## src/rtl/efdr_stream_ctrl.sv

```systemverilog
// EFDR stream controller: feeds compressed words bit-serially to the
// EFDR decoder and packs its decoded bits back into words.
module efdr_stream_ctrl #(
    parameter int WORD_W = 8,
    parameter int LEN_W  = 16
) (
    input  logic              clk,
    input  logic              reset,
    input  logic              start,
    input  logic [LEN_W-1:0]  target_len,
    input  logic [WORD_W-1:0] in_data,
    input  logic              in_valid,
    output logic              in_ready,
    output logic              dec_bit_in,
    input  logic              dec_en,
    input  logic              dec_v,
    input  logic              dec_out,
    output logic [WORD_W-1:0] out_data,
    output logic              out_valid,
    input  logic              out_ready,
    output logic              busy,
    output logic              done,
    output logic              underrun,
    output logic              overflow
);

    localparam int CW = $clog2(WORD_W + 1);
    localparam logic [CW-1:0] FULL = CW'(WORD_W);
    localparam logic [CW-1:0] ONE  = CW'(1);

    typedef enum logic [1:0] {
        IDLE,
        RUN,
        FLUSH,
        DONE
    } state_t;

    state_t state;

    logic [WORD_W-1:0] in_shift;
    logic [CW-1:0]     in_cnt;
    logic [WORD_W-1:0] acc;
    logic [CW-1:0]     acc_cnt;
    logic [LEN_W-1:0]  dec_cnt;
    logic [LEN_W-1:0]  tlen;

    logic              take_bit;
    logic              word_full;
    logic              last_bit;
    logic              can_load;
    logic [WORD_W-1:0] acc_next;
    logic [CW-1:0]     acc_cnt_next;
    logic [WORD_W-1:0] flush_word;

    assign in_ready = (state == RUN) &&
                      ((in_cnt == '0) || ((in_cnt == ONE) && dec_en));

    assign dec_bit_in = (in_cnt != '0) && in_shift[WORD_W-1];

    // Decoded bits past the target count are ignored.
    assign take_bit     = (state == RUN) && dec_v && (dec_cnt < tlen);
    assign acc_next     = {acc[WORD_W-2:0], dec_out};
    assign acc_cnt_next = acc_cnt + ONE;
    assign word_full    = (acc_cnt_next == FULL);
    assign last_bit     = ((dec_cnt + LEN_W'(1)) == tlen);
    assign can_load     = !out_valid || out_ready;

    // Partial word is left-justified so the first decoded bit sits in the MSB.
    assign flush_word = acc << (FULL - acc_cnt);

    // Input shifter: a fresh load wins over the shift of the last held bit.
    always_ff @(posedge clk) begin
        if (reset) begin
            in_shift <= '0;
            in_cnt   <= '0;
        end else if (state != RUN) begin
            in_shift <= '0;
            in_cnt   <= '0;
        end else if (in_valid && in_ready) begin
            in_shift <= in_data;
            in_cnt   <= FULL;
        end else if (dec_en && (in_cnt != '0)) begin
            in_shift <= in_shift << 1;
            in_cnt   <= in_cnt - ONE;
        end
    end

    // Session FSM with output packing and sticky status flags.
    always_ff @(posedge clk) begin
        if (reset) begin
            state     <= IDLE;
            acc       <= '0;
            acc_cnt   <= '0;
            dec_cnt   <= '0;
            tlen      <= '0;
            out_data  <= '0;
            out_valid <= 1'b0;
            busy      <= 1'b0;
            done      <= 1'b0;
            underrun  <= 1'b0;
            overflow  <= 1'b0;
        end else begin
            done <= 1'b0;
            if (out_valid && out_ready) begin
                out_valid <= 1'b0;
            end
            unique case (state)
                IDLE: begin
                    if (start) begin
                        tlen     <= target_len;
                        dec_cnt  <= '0;
                        acc      <= '0;
                        acc_cnt  <= '0;
                        underrun <= 1'b0;
                        overflow <= 1'b0;
                        if (target_len == '0) begin
                            state <= DONE;
                            done  <= 1'b1;
                        end else begin
                            state <= RUN;
                            busy  <= 1'b1;
                        end
                    end
                end
                RUN: begin
                    if (dec_en && (in_cnt == '0)) begin
                        underrun <= 1'b1;
                    end
                    if (take_bit) begin
                        dec_cnt <= dec_cnt + LEN_W'(1);
                        if (word_full) begin
                            acc     <= '0;
                            acc_cnt <= '0;
                            if (can_load) begin
                                out_data  <= acc_next;
                                out_valid <= 1'b1;
                            end else begin
                                overflow <= 1'b1;
                            end
                        end else begin
                            acc     <= acc_next;
                            acc_cnt <= acc_cnt_next;
                        end
                        if (last_bit) begin
                            state <= FLUSH;
                        end
                    end
                end
                FLUSH: begin
                    if (acc_cnt == '0) begin
                        state <= DONE;
                        done  <= 1'b1;
                        busy  <= 1'b0;
                    end else if (can_load) begin
                        out_data  <= flush_word;
                        out_valid <= 1'b1;
                        acc       <= '0;
                        acc_cnt   <= '0;
                        state     <= DONE;
                        done      <= 1'b1;
                        busy      <= 1'b0;
                    end
                end
                DONE: begin
                    state <= IDLE;
                end
                default: begin
                    state <= IDLE;
                end
            endcase
        end
    end

endmodule

```

## config.mk

```make
export PLATFORM = sky130hd
export DESIGN_NAME = efdr_stream_ctrl
export DESIGN_NICKNAME = d
export VERILOG_FILES = /design/src/rtl/efdr_stream_ctrl.sv
export SDC_FILE = /design/constraint.sdc
export NUM_CORES = 1
export LEC_CHECK = 0
export ABC_AREA = 1
export CORE_ASPECT_RATIO = 0.6
export CORE_MARGIN = 1.5
export CORE_UTILIZATION = 40
export CTS_BUF_LIST = sky130_fd_sc_hd__clkbuf_16
export DETAILED_ROUTE_END_ITERATION = 12
export PLACE_DENSITY_LB_ADDON = 0.2
export SYNTH_ARGS = -nofsm -noshare
export SYNTH_HDL_FRONTEND = slang
export SYNTH_SLANG_ARGS = --single-unit
```

## constraint.sdc

```tcl
create_clock -name clk -period 3.1 [get_ports clk]
set_input_delay 0.62 -clock clk [delete_from_list [all_inputs] [get_ports clk]]
set_output_delay 0.62 -clock clk [all_outputs]
set_load 0.02 [all_outputs]
```

==> flow_summary.yaml <==
outcome:
  outcome: "complete, no violations"
floorplan:
  coreArea_mm2: 0.0101
  fp.dieH_um: 82.8
  die_x_um: 136
  ioPinCount: 47
  die-area_mm2: 0.0113
  initial_core_util: 0.421
  rows: 28
route:
  dr.pass1.iters: 5
  vias_per_cell: 5.43
  post_drt_wl_per_cell_um: 15.0
  drt_wl_total_mm: 12.3
  drt-initial-drc-count: 431
  dr_total_vias: 4461
  drc_errors: 0
  ant_nets: 0
global_route:
  grtUsageMet2: 0.303
  grt_pass1_wl_mm: 20.9
  overflow: 0
  grt_max_degree: 34
  first_global_vias: 4167
  track_usage: 0.233
  busiest_layer: "met1"
  grtUsageMet3: 0.0708
  use_met1: 0.368
  grt_antenna_before_repair: 0
clock_tree:
  post-cts-setup-buffer-count: 0
  htree_levels: 3
  hold_buffers: 0
  cts.sinks: 71
  cts_buffer_depth: 2
  cts_buffers: 9
  cts_root_buf: "clkbuf_16"
  cts_resized: 0
  worstSkewPairLatency_ns: 0.33
  cts_tree: "yes"
  clkTransAtPathRegs_ns: 0.05
place:
  placed_area_mm2: 0.00489
  dp_slack_ns: 0.314
  io_buffers: 46
  dp_cells: 806
  dp_hpwl_mm: 9.37
  place.gp.congestion: 0.940
timing:
  relSlewSlack: 0.596
  hold_ws_ns: 0.462
  max_freq_mhz: 357
  min_period_ns: 2.80
  rsz0062_at_grt: "false"
  period_share: 0.903
  drv_slew: 0
  worst_slew_pin_slew_ns: 0.600
  setup_viol: 0
  fin_skew_ns: 0.00445
  setup_ws_ns: 0.301
  fin_tns_setup_ns: 0
  hold_viol_final: 0
min_path:
  hold_class: "reg2reg"
synth:
  synth_top_area_cell: "dfxtp_1"
  synth_flop_cell: "dfxtp_1"
  seq_area_frac_synth: 0.334
  synth_edf_count: 0
  syn_area_mm2: 0.00425
  synth_nets: 689
  ys_async_sr_fraction: 0
  postSynthCellCount: 632
  netlist_top_cells_count: "nand2_1, inv_1, dfxtp_1"
  synth_top_area_share: 0.334
  synthMostInstantiatedCell: "nand2_1"
  synth_area_per_cell_um2: 6.73
  synth-seq-cells: 71
  synth_area_leaders: "dfxtp_1, nand2_1, nand3_1"
  synth.distinct_cells: 33
  yosys_warnings: 0
setup_path:
  critPathLaunchType: "input pin"
  critPathKind: "in2out"
  arrival_ns: 2.18
  crit_path_end_kind: "output port"
  cp_cell_sequence: "clkdlybuf4s50_1, a21oi_1, nor4_1, clkdlybuf4s50_1"
  slowest_delay_ns: 0.68
  required_ns: 2.48
  crit_top_cell: "clkdlybuf4s50_1"
  cp_slowest_cell: "clkdlybuf4s50_1"
  critPathMaxFanout: 4
final_layout:
  antennaDiodeCount: 0
  area_delta_synth_final_pct: 23.0
  fin_nets: 739
  finish.utilization: 0.518
  layout.cells.non_filler: 822
  fillers: 971
  seqCellArea_mm2: 0.00142
  drive_gt1_frac: 0.0611
  final_cell_area_mm2: 0.00523
  multiInputGateArea_mm2: 0.00246
pwr:
  leakage_nw: 2.03
  pwr_density_cell_mw_per_mm2: 967
  vdd_drop_max_mv: 0.434
  p_total_mw: 5.05
run:
  cap_violations: 0
==> power by group <==
group	internal (mW)	total (mW)	switching (mW)
Clock	0.780	1.18	0.395
Sequential	1.17	1.40	0.234
Combinational	0.898	2.47	1.58
==> final timing paths <==
check             slack (ns)  depth (start not counted)          end        start
setup / recovery        0.30                          4     in_ready       dec_en
hold / removal          0.46                          2  in_shift[0]  in_shift[0]
setup reg to reg        0.72                         13   acc_cnt[2]   dec_cnt[0]
hold reg to reg         0.46                          2  in_shift[0]  in_shift[0]
==> cells in the final DEF, fill, tap and decap left out, types with 12 or more instances in the layout <==
cell type and count:
inv_1 74, a22oi_1 14, ha_1 25, o21ai_0 63, buf_4 13, nand3_1 65, a21oi_1 43, o22ai_1 12
dfxtp_1 71, nand4_1 13, nor2_1 59, nand2_1 124, clkdlybuf4s50_1 46
==> final cells by class <==
cell class	count	share of cell area
multi-input cells	466	0.471
flip-flops and latches	71	0.272
repair buffers	59	0.107
inverters	75	0.0539
clock buffers	9	0.0431
well taps	135	0.0323
clock inverters	7	0.0213
==> state kept, by name, summed over array words and instances (netlist names), 2 cells and up <==
register	count
dec_cnt	16
tlen	16
acc	8
in_shift	8
out_data	8
acc_cnt	4
in_cnt	4
state	2
==> critical path, delay by kind of cell <==
family                 cells  cell delay (ns)
AO/OA/AOI/OAI              1             0.08
buffers and inverters      2             1.20
AND/OR/NAND/NOR            1             0.27
==> per-layer routing <==
layer	up-vias	wire length, um
li1	2246	-
met1	2016	6460
met2	187	4590
met3	12	1190
met4	0	85
met5	-	0
==> cell families after synthesis <==
group / share of synthesized area
AOI/OAI and AO/OA: 0.203
xor gates and xnor gates: 0.0103
adders and majority gates: 0.0736
buffers and inverters: 0.0868
DFF: 0.334
and+or+nand+nor: 0.291
Note: power is estimated with default switching activity, not from simulation.
